[config.mk]
export PLATFORM = sky130hd
export DESIGN_NAME = alu_issue_flat
export DESIGN_NICKNAME = d
export VERILOG_FILES = /design/src/rtl/alu_issue_if.sv /design/src/rtl/alu_issue.sv /design/src/flat_wrapper.sv
export SDC_FILE = /design/constraint.sdc
export NUM_CORES = 1
export LEC_CHECK = 0
export ABC_AREA = 1
export CORE_MARGIN = 5
export CORE_UTILIZATION = 48
export CTS_CLUSTER_SIZE = 28
export DETAILED_ROUTE_END_ITERATION = 16
export GPL_TIMING_DRIVEN = 0
export PLACE_DENSITY = 0.76
export SYNTH_ARGS = -nofsm -noshare
export SYNTH_HDL_FRONTEND = slang
export SYNTH_SLANG_ARGS = --single-unit
[constraint.sdc]
create_clock -name clk -period 1.7 [get_ports clk]
set_clock_uncertainty 0.2 [all_clocks]
set_input_delay 0.51 -clock clk [delete_from_list [all_inputs] [get_ports clk]]
set_output_delay 0.51 -clock clk [all_outputs]
set_load 0.05 [all_outputs]
[src/rtl/alu_issue_if.sv]
// Handshake and ALU-side bus of the operand issue stage.
// The slave modport is the issue stage; the master is its producer, consumer and ALU.
interface alu_issue_if #(
  parameter int WIDTH = 4,
  parameter int DEPTH = 4
);
  localparam int CNT_W = $clog2(DEPTH) + 1;

  logic             in_valid;
  logic             in_ready;
  logic [WIDTH-1:0] in_a;
  logic [WIDTH-1:0] in_b;
  logic [1:0]       in_sel;

  logic [WIDTH-1:0] alu_a;
  logic [WIDTH-1:0] alu_b;
  logic [1:0]       alu_sel;
  logic [WIDTH-1:0] alu_result;

  logic             out_valid;
  logic             out_ready;
  logic [WIDTH-1:0] out_result;

  logic [CNT_W-1:0] count;

  modport slave (
    input  in_valid, in_a, in_b, in_sel, alu_result, out_ready,
    output in_ready, alu_a, alu_b, alu_sel, out_valid, out_result, count
  );

  modport master (
    output in_valid, in_a, in_b, in_sel, alu_result, out_ready,
    input  in_ready, alu_a, alu_b, alu_sel, out_valid, out_result, count
  );
endinterface

[src/rtl/alu_issue.sv]
// Operand issue stage: a small FIFO of {a, b, sel} ops feeding a combinational ALU,
// with the ALU result captured in a single valid/ready output register.
module alu_issue #(
  parameter int WIDTH = 4,
  parameter int DEPTH = 4
) (
  input  logic         clk,
  input  logic         rst,
  alu_issue_if.slave   bus
);
  localparam int PTR_W = $clog2(DEPTH);
  localparam int CNT_W = PTR_W + 1;

  logic [WIDTH-1:0] mem_a_q   [DEPTH];
  logic [WIDTH-1:0] mem_a_d   [DEPTH];
  logic [WIDTH-1:0] mem_b_q   [DEPTH];
  logic [WIDTH-1:0] mem_b_d   [DEPTH];
  logic [1:0]       mem_sel_q [DEPTH];
  logic [1:0]       mem_sel_d [DEPTH];

  logic [PTR_W-1:0] wr_ptr_q, wr_ptr_d;
  logic [PTR_W-1:0] rd_ptr_q, rd_ptr_d;
  logic [CNT_W-1:0] count_q, count_d;
  logic             out_valid_q, out_valid_d;
  logic [WIDTH-1:0] out_result_q, out_result_d;

  logic empty;
  logic full;
  logic push;
  logic pop;

  // A full FIFO refuses pushes even when a pop frees a slot on the same edge.
  always_comb begin
    empty = (count_q == '0);
    full  = (count_q == CNT_W'(DEPTH));
    push  = bus.in_valid && !full;
    pop   = !empty && (!out_valid_q || bus.out_ready);
  end

  always_comb begin
    mem_a_d      = mem_a_q;
    mem_b_d      = mem_b_q;
    mem_sel_d    = mem_sel_q;
    wr_ptr_d     = wr_ptr_q;
    rd_ptr_d     = rd_ptr_q;
    count_d      = count_q;
    out_valid_d  = out_valid_q;
    out_result_d = out_result_q;

    if (push) begin
      mem_a_d[wr_ptr_q]   = bus.in_a;
      mem_b_d[wr_ptr_q]   = bus.in_b;
      mem_sel_d[wr_ptr_q] = bus.in_sel;
      wr_ptr_d            = wr_ptr_q + PTR_W'(1);
    end

    if (pop) begin
      out_result_d = bus.alu_result;
      out_valid_d  = 1'b1;
      rd_ptr_d     = rd_ptr_q + PTR_W'(1);
    end else if (out_valid_q && bus.out_ready) begin
      out_valid_d  = 1'b0;
    end

    case ({push, pop})
      2'b10:   count_d = count_q + CNT_W'(1);
      2'b01:   count_d = count_q - CNT_W'(1);
      default: count_d = count_q;
    endcase
  end

  always_ff @(posedge clk or posedge rst) begin
    if (rst) begin
      wr_ptr_q     <= '0;
      rd_ptr_q     <= '0;
      count_q      <= '0;
      out_valid_q  <= 1'b0;
      out_result_q <= '0;
    end else begin
      wr_ptr_q     <= wr_ptr_d;
      rd_ptr_q     <= rd_ptr_d;
      count_q      <= count_d;
      out_valid_q  <= out_valid_d;
      out_result_q <= out_result_d;
    end
  end

  // Storage needs no reset: occupancy alone decides which entries are live.
  always_ff @(posedge clk) begin
    mem_a_q   <= mem_a_d;
    mem_b_q   <= mem_b_d;
    mem_sel_q <= mem_sel_d;
  end

  assign bus.in_ready   = !full;
  assign bus.alu_a      = empty ? '0 : mem_a_q[rd_ptr_q];
  assign bus.alu_b      = empty ? '0 : mem_b_q[rd_ptr_q];
  assign bus.alu_sel    = empty ? 2'b00 : mem_sel_q[rd_ptr_q];
  assign bus.out_valid  = out_valid_q;
  assign bus.out_result = out_result_q;
  assign bus.count      = count_q;
endmodule

[src/flat_wrapper.sv]
// flat-port wrapper written by rule: the top's interface ports become plain ports
module alu_issue_flat 
#(
  parameter int WIDTH = 4,
  parameter int DEPTH = 4
)
  (clk, rst, bus_in_valid, bus_in_a, bus_in_b, bus_in_sel, bus_alu_result, bus_out_ready, bus_in_ready, bus_alu_a, bus_alu_b, bus_alu_sel, bus_out_valid, bus_out_result, bus_count);
  alu_issue_if #(.WIDTH(WIDTH), .DEPTH(DEPTH)) bus_i ();
  input  logic clk;
  input  logic rst;
  input wire logic [$bits(bus_i.in_valid)-1:0] bus_in_valid;
  input wire logic [$bits(bus_i.in_a)-1:0] bus_in_a;
  input wire logic [$bits(bus_i.in_b)-1:0] bus_in_b;
  input wire logic [$bits(bus_i.in_sel)-1:0] bus_in_sel;
  input wire logic [$bits(bus_i.alu_result)-1:0] bus_alu_result;
  input wire logic [$bits(bus_i.out_ready)-1:0] bus_out_ready;
  output wire logic [$bits(bus_i.in_ready)-1:0] bus_in_ready;
  output wire logic [$bits(bus_i.alu_a)-1:0] bus_alu_a;
  output wire logic [$bits(bus_i.alu_b)-1:0] bus_alu_b;
  output wire logic [$bits(bus_i.alu_sel)-1:0] bus_alu_sel;
  output wire logic [$bits(bus_i.out_valid)-1:0] bus_out_valid;
  output wire logic [$bits(bus_i.out_result)-1:0] bus_out_result;
  output wire logic [$bits(bus_i.count)-1:0] bus_count;
  assign bus_i.in_valid = bus_in_valid;
  assign bus_i.in_a = bus_in_a;
  assign bus_i.in_b = bus_in_b;
  assign bus_i.in_sel = bus_in_sel;
  assign bus_i.alu_result = bus_alu_result;
  assign bus_i.out_ready = bus_out_ready;
  assign bus_in_ready = bus_i.in_ready;
  assign bus_alu_a = bus_i.alu_a;
  assign bus_alu_b = bus_i.alu_b;
  assign bus_alu_sel = bus_i.alu_sel;
  assign bus_out_valid = bus_i.out_valid;
  assign bus_out_result = bus_i.out_result;
  assign bus_count = bus_i.count;
  alu_issue #(.WIDTH(WIDTH), .DEPTH(DEPTH)) u_core (.clk(clk), .rst(rst), .bus(bus_i));
endmodule
# Word-level counts from Yosys, hierarchy flattened

Cells that the tools add are included.

Register bits: 52
Output and inout bits: 19

Add/subtract/negate cells: 4
Magnitude comparators: 3
Eq/ne operators: 3
Multiplexer cells: 22
Bitwise operators: 2
Reductions and logical operators: 11

Operators by type and width:

| cell                  | number |
|---|---|
| $bwmux W16            | 2 |
| $mux W4               | 7 |
| $bmux W4 S2           | 2 |
| $bwmux W8             | 1 |
| $demux W4 S2          | 1 |
| $mux W2               | 4 |
| $ge A3 B3 Y1 const B  | 2 |
| $not A2 Y3            | 2 |
| $pmux W3 S2           | 1 |
| $add A2 B1 Y2 const B | 2 |
| $bmux W2 S2           | 1 |
| $demux W2 S2          | 1 |
| $logic_and A1 B1 Y1   | 4 |
| $reduce_bool A2 Y1    | 2 |
| $add A3 B1 Y3 const B | 1 |
| $eq A3 B3 Y1 const B  | 1 |
| $logic_not A1 Y1      | 3 |
| $logic_not A3 Y1      | 1 |
| $lt A3 B1 Y1 const B  | 1 |
| $sub A3 B1 Y3 const B | 1 |
| $eq A2 B1 Y1 const B  | 1 |
| $eq A2 B2 Y1 const B  | 1 |
| $mux W1               | 2 |
| $logic_or A1 B1 Y1    | 1 |

# Logic depth before layout (Yosys ltp)

Depth after elaboration: 6
Gate-level depth with buffers: 12
Depth with buffers taken out: 12

# Worst setup path after synthesis

Ideal clock, no wire load.

Path kind: register to register
Start point: reg u_core.count_q[0] (netlist: u_core.bus.count[0])
End point: reg u_core.count_q[2] (netlist: u_core.bus.count[2])
Setup time: 120 ps
Arrival: 2,449 ps
Required time: 1,380 ps
Setup slack: -1,069 ps
Stages on the path, launching flop included: 11
Path through: dfrtp_1 > inv_1 > nand3_1 > nand2_1 > ha_1 > inv_1 > fa_1 > nand2_1 > nand3_1 > nand2_1 > nand2_1

Cells in the longest elaborated chain, start to end: 5
Elaborated cells between the ends (all ways): 12
Those cells by class: 2 x add/sub; 3 x eq/ne; 1 x mux; 6 x reduce/logical

RTL lines:

| item                                                     | RTL line           | text |
|---|---|---|
| start: declaration                                       | alu_issue.sv:23    | `logic [CNT_W-1:0] count_q, count_d;` |
| start signal: assignment                                 | alu_issue.sv:82    | `count_q <= count_d;` |
| $eq A3 B3 Y1 *                                           | alu_issue.sv:35    | `full = (count_q == CNT_W'(DEPTH));` |
| $logic_not A1 Y1 *                                       | n/a                |  |
| named net bus_in_ready                                   | flat_wrapper.sv:17 | `output wire logic [$bits(bus_i.in_ready)-1:0] bus_in_ready;` |
| $logic_and A1 B1 Y1 *                                    | alu_issue.sv:36    | `push = bus.in_valid && !full;` |
| $eq A2 B1 Y1 / $eq A2 B2 Y1 (equally long branches)      | alu_issue.sv:65    | `case ({push, pop})` |
| $pmux W3 S2 / $reduce_bool A2 Y1 (equally long branches) | n/a                |  |

Mark *: on every way through the listed nets, which the timed path passes. The rest lies on a longest branch.
A chain may end at the register's enable or synchronous reset.

# Worst setup path after layout

Start point: reg u_core.rd_ptr_q[0]
End point: out bus_alu_a[2]

Cells in the longest elaborated chain, start to end: 5

RTL lines:

| item                                       | RTL line           | text |
|---|---|---|
| start: declaration                         | alu_issue.sv:22    | `logic [PTR_W-1:0] rd_ptr_q, rd_ptr_d;` |
| start signal: assignment                   | alu_issue.sv:81    | `rd_ptr_q <= rd_ptr_d;` |
| $not A2 Y3 (not written as such)           | alu_issue.sv:96    | `assign bus.alu_a = empty ? '0 : mem_a_q[rd_ptr_q];` |
| $bmux W4 S2                                | alu_issue.sv:96    |  |
| $mux W4 (not written as such) (2 in a row) | alu_issue.sv:96    |  |
| $mux W4                                    | alu_issue.sv:96    |  |
| end: declaration                           | flat_wrapper.sv:18 | `output wire logic [$bits(bus_i.alu_a)-1:0] bus_alu_a;` |

Every way passes these cells. The select of a mux whose other input is x is not followed.

==> results.md <==
- The detailed router finished its first iteration with 185 violations.
- The checks that failed: negative setup slack.
- The post-route netlist has about two fifths of its cells at a drive strength greater than 1.
- After synthesis, the largest family of logic cells by area is simple AND/OR/NAND/NOR gates.
- The gate count of the mapped netlist is about 240.
- Buffers inserted during clock tree synthesis total 5.
- The total of hold buffers inserted after clock tree synthesis is 0.
- Once the floorplan was initialized, standard cells occupied approximately half of the core.
- The core utilization of the finished layout is 74.2%.
- Port buffering added 36 buffers.
- In this run the deepest clock path goes through 2 buffers.
- After layout, the worst setup slack is -516 ps.
- In the routed design, unresolved DRC markers number 0.
- In this run the standard cell core region covers 0.00469 mm².
- Setup repair after global routing could not meet its margin everywhere.
- The final layout contains routed wiring with a total length of 5910 µm.
- The remaining global-route overflow is 0.
- The number of search-and-repair iterations in the first detailed-routing pass is 4.
- The die area is 0.00632 mm².
- The minimum clock period is 2220 ps.
- The worst-path maximum fanout is 5.
- TritonCTS built the clock tree.
- The clock reaches the later pin of the worst-skew pair after 300 ps.
- The compound-cell area share of the yosys netlist is 2.59%.
- The element type at the critical path end is a primary output.
- The routed layout has 1,816 vias.
- The type of the worst setup path is register to primary output.
- Setup violations remaining at the end of the flow were counted as 36.
- The mean number of vias per cell is approximately 5.
- Dividing the detail-routed wire length by the instance count gives 16.6 µm.
- STA puts the critical path data required time at 990 ps.
- Once placement completed, the tool counted placed cells totaling 325.
- At the pin with the least slew margin, the transition time is 489 ps.
- The number of standard cells in the layout, taps in and fillers out is roughly 360.
- The count of synthesis-stage warnings from yosys is 0.
- After synthesis, the share of cell area in mux cells is 0%.
- The area growth from synthesis to layout is 50.2%.
- Data on the critical path arrives at its endpoint at 1510 ps.
- The via count of the first global-routing pass is 1,888.
- The number of antenna violations at the first check in global routing is 0.
- Headroom to the max-slew limit came out at about two thirds.
- After filler insertion, the fill cell instance count of the layout stands at 281.
- The area share of fa/ha/maj cells after synthesis is approximately 3.6%.
- Entering global routing, the biggest net connects 16 pins.
- The post-synth net total is 259.
- For this run, the register share of the synthesized area comes to 64.8%.
- The die is 79.5 µm tall.
- The global-route wire length before repair is about 9000 µm.
- The cell chosen for the clock root is clkbuf_8.
- The worst hold path class is register to register.
- CTS built an H-tree with a depth of 2.
- The clock edge transition at the registers on the reported setup and hold paths is 90 ps.
- The xor and xnor area share after synthesis is 0.756%.
- The final number of hold-violating endpoints is 0.
- Synthesis inferred 52 register bits.
- The final max-slew violation count was 0.
- In this run the cell area of the synthesized design comes to 0.00232 mm².
- Based on the critical path, the design can be clocked at up to ~450 MHz.
- The number of clock sinks seen by CTS is 52.
- In this run the count of I/O pins placed on the die edge is 37.
- Global routing consumed, over all layers together, 18.9% of the routing resources.
- The count of distinct cell types in the synthesized netlist is 16.
- The width of the die is 79.5 µm.
- The final-stage net count is 326.
- The flow ran to the end, but the final reports show violations.
- The detail route stage leaves a number of antenna-violating nets equal to 0.
- The simple-gate share of the synthesized area is 17.6%.
- Across the run, the number of max-cap violations was 0.
- The number of rows created at floorplan is 25.
- Across all hold checks on the routed design, the worst slack comes to 281 ps.
- The final weighted congestion in routability-driven placement is 0.761.
- 0 antenna diodes ended up in the layout.
- After legalization and detailed placement, the total HPWL measured 3180 µm.
- The nature of the critical path startpoint is a register.
- The synthesized area per cell is 9.87 µm².
- After layout, the worst path uses 130% of the clock period.
-- worst paths after layout --
check	cells after the start	end	from	slack [ps]
worst max-delay path	5	bus_alu_a[2]	u_core.rd_ptr_q[0]	-520
worst min-delay path	2	u_core.bus.out_result[2]	u_core.bus.out_result[2]	280
worst max register to register	11	u_core.bus.count[2]	u_core.bus.count[1]	-330
worst min register to register	2	u_core.bus.out_result[2]	u_core.bus.out_result[2]	280
max in group asynchronous	2	u_core.bus.count[1]	rst	630
min in group asynchronous	2	u_core.bus.out_result[3]	rst	320
-- area by class of cell --
type,count,area [µm²],share of cell area (%)
inverter,58,238,6.82
clock inverter,2,35.0,1.01
multi-input combinational,119,861,24.7
timing repair buffer,60,624,17.9
buffer,6,76.3,2.19
tap,54,67.6,1.94
sequential,52,1510,43.3
clock buffer,6,72.6,2.08
-- kinds of logic (layout without fill, tap and decap cells) --
group / count (synthesis) / after routing
XOR/XNOR: 2 / 2
AND/OR/NAND/NOR: 99 / 99
flip-flops: 52 / 52
buffers and inverters: 64 / 132
AO/OA/AOI/OAI: 12 / 12
adder cells (fa/ha/maj): 6 / 6
-- state kept, by name, summed over array words and instances (netlist names) --
register,count
u_core.bus.out_result,4
u_core.bus.out_valid,1
u_core.mem_a_q,16
u_core.mem_b_q,16
u_core.rd_ptr_q,2
u_core.mem_sel_q,8
u_core.wr_ptr_q,2
u_core.bus.count,3
-- layer usage --
| layer | share of wire (%) | track usage (%) | routed length [µm] | vias to the layer above |
|---|---|---|---|---|
| li1 | - | - | - | 866 |
| met1 | 38 | 21.2 | 2230 | 879 |
| met2 | 55 | 34.7 | 3260 | 60 |
| met3 | 5.2 | 4.74 | 306 | 11 |
| met4 | 1.9 | 5.84 | 112 | 0 |
| met5 | 0 | 0 | 0 | - |
-- cells in the mapped netlist (all sizes together) --
cell type  count  area (µm²)
nand3         26         130
dfrtp         12         300
edfxtp        40        1200
clkinv         1        3.75
fa             1        20.0
nor2           4        15.0
nand4          1        6.26
nand2         68         258
ha             5        62.6
a21oi         10        50.1
xnor2          2        17.5
inv           57         214
buf            6        30.0
o21ai          2        10.0
-- worst max-delay path, cell delays in order (launching register included) --
cell and delay (ps):
dfrtp_2 480, buf_6 160, nand2_1 100, nand3_2 110, a21oi_4 180, buf_6 170
-- metrics by stage --
step	setup slack, ps	area [µm²]	setup TNS [ps]
floorplan	-361	2470	-14860
global placement	-878	2900	-45220
detailed placement	-870	2900	-44670
CTS	-468	3380	-5220
global route	-582	3480	-8580
finish	-516	3480	-6820
-- cell usage in the layout (no fill, tap or decap), types with 3 or more instances in the layout --
| master | n |
|---|---|
| nand2_1 | 58 |
| inv_1 | 49 |
| edfxtp_1 | 40 |
| buf_6 | 22 |
| nand3_2 | 16 |
| clkdlybuf4s50_1 | 15 |
| buf_4 | 13 |
| a21oi_4 | 9 |
| nand2_2 | 8 |
| nand3_1 | 8 |
| inv_4 | 6 |
| dfrtp_2 | 6 |
| dfrtp_1 | 6 |
| buf_8 | 5 |
| clkbuf_8 | 5 |
| buf_2 | 5 |
| nor2_4 | 4 |
| ha_1 | 4 |
| buf_12 | 3 |
-- repair_timing --
| action | CTS | global route |
|---|---|---|
| resized for setup | 177 | 25 |
| gates cloned | 2 | 0 |
| pin swaps | 11 | 6 |
| buffers inserted | 18 | 6 |
| hold endpoints to repair | 0 | 0 |
| setup endpoints to repair | 62 | 36 |
Power is left out: the tool's default activity adds up to more than one toggle a clock period on the data nets, which glitch-free logic cannot reach.
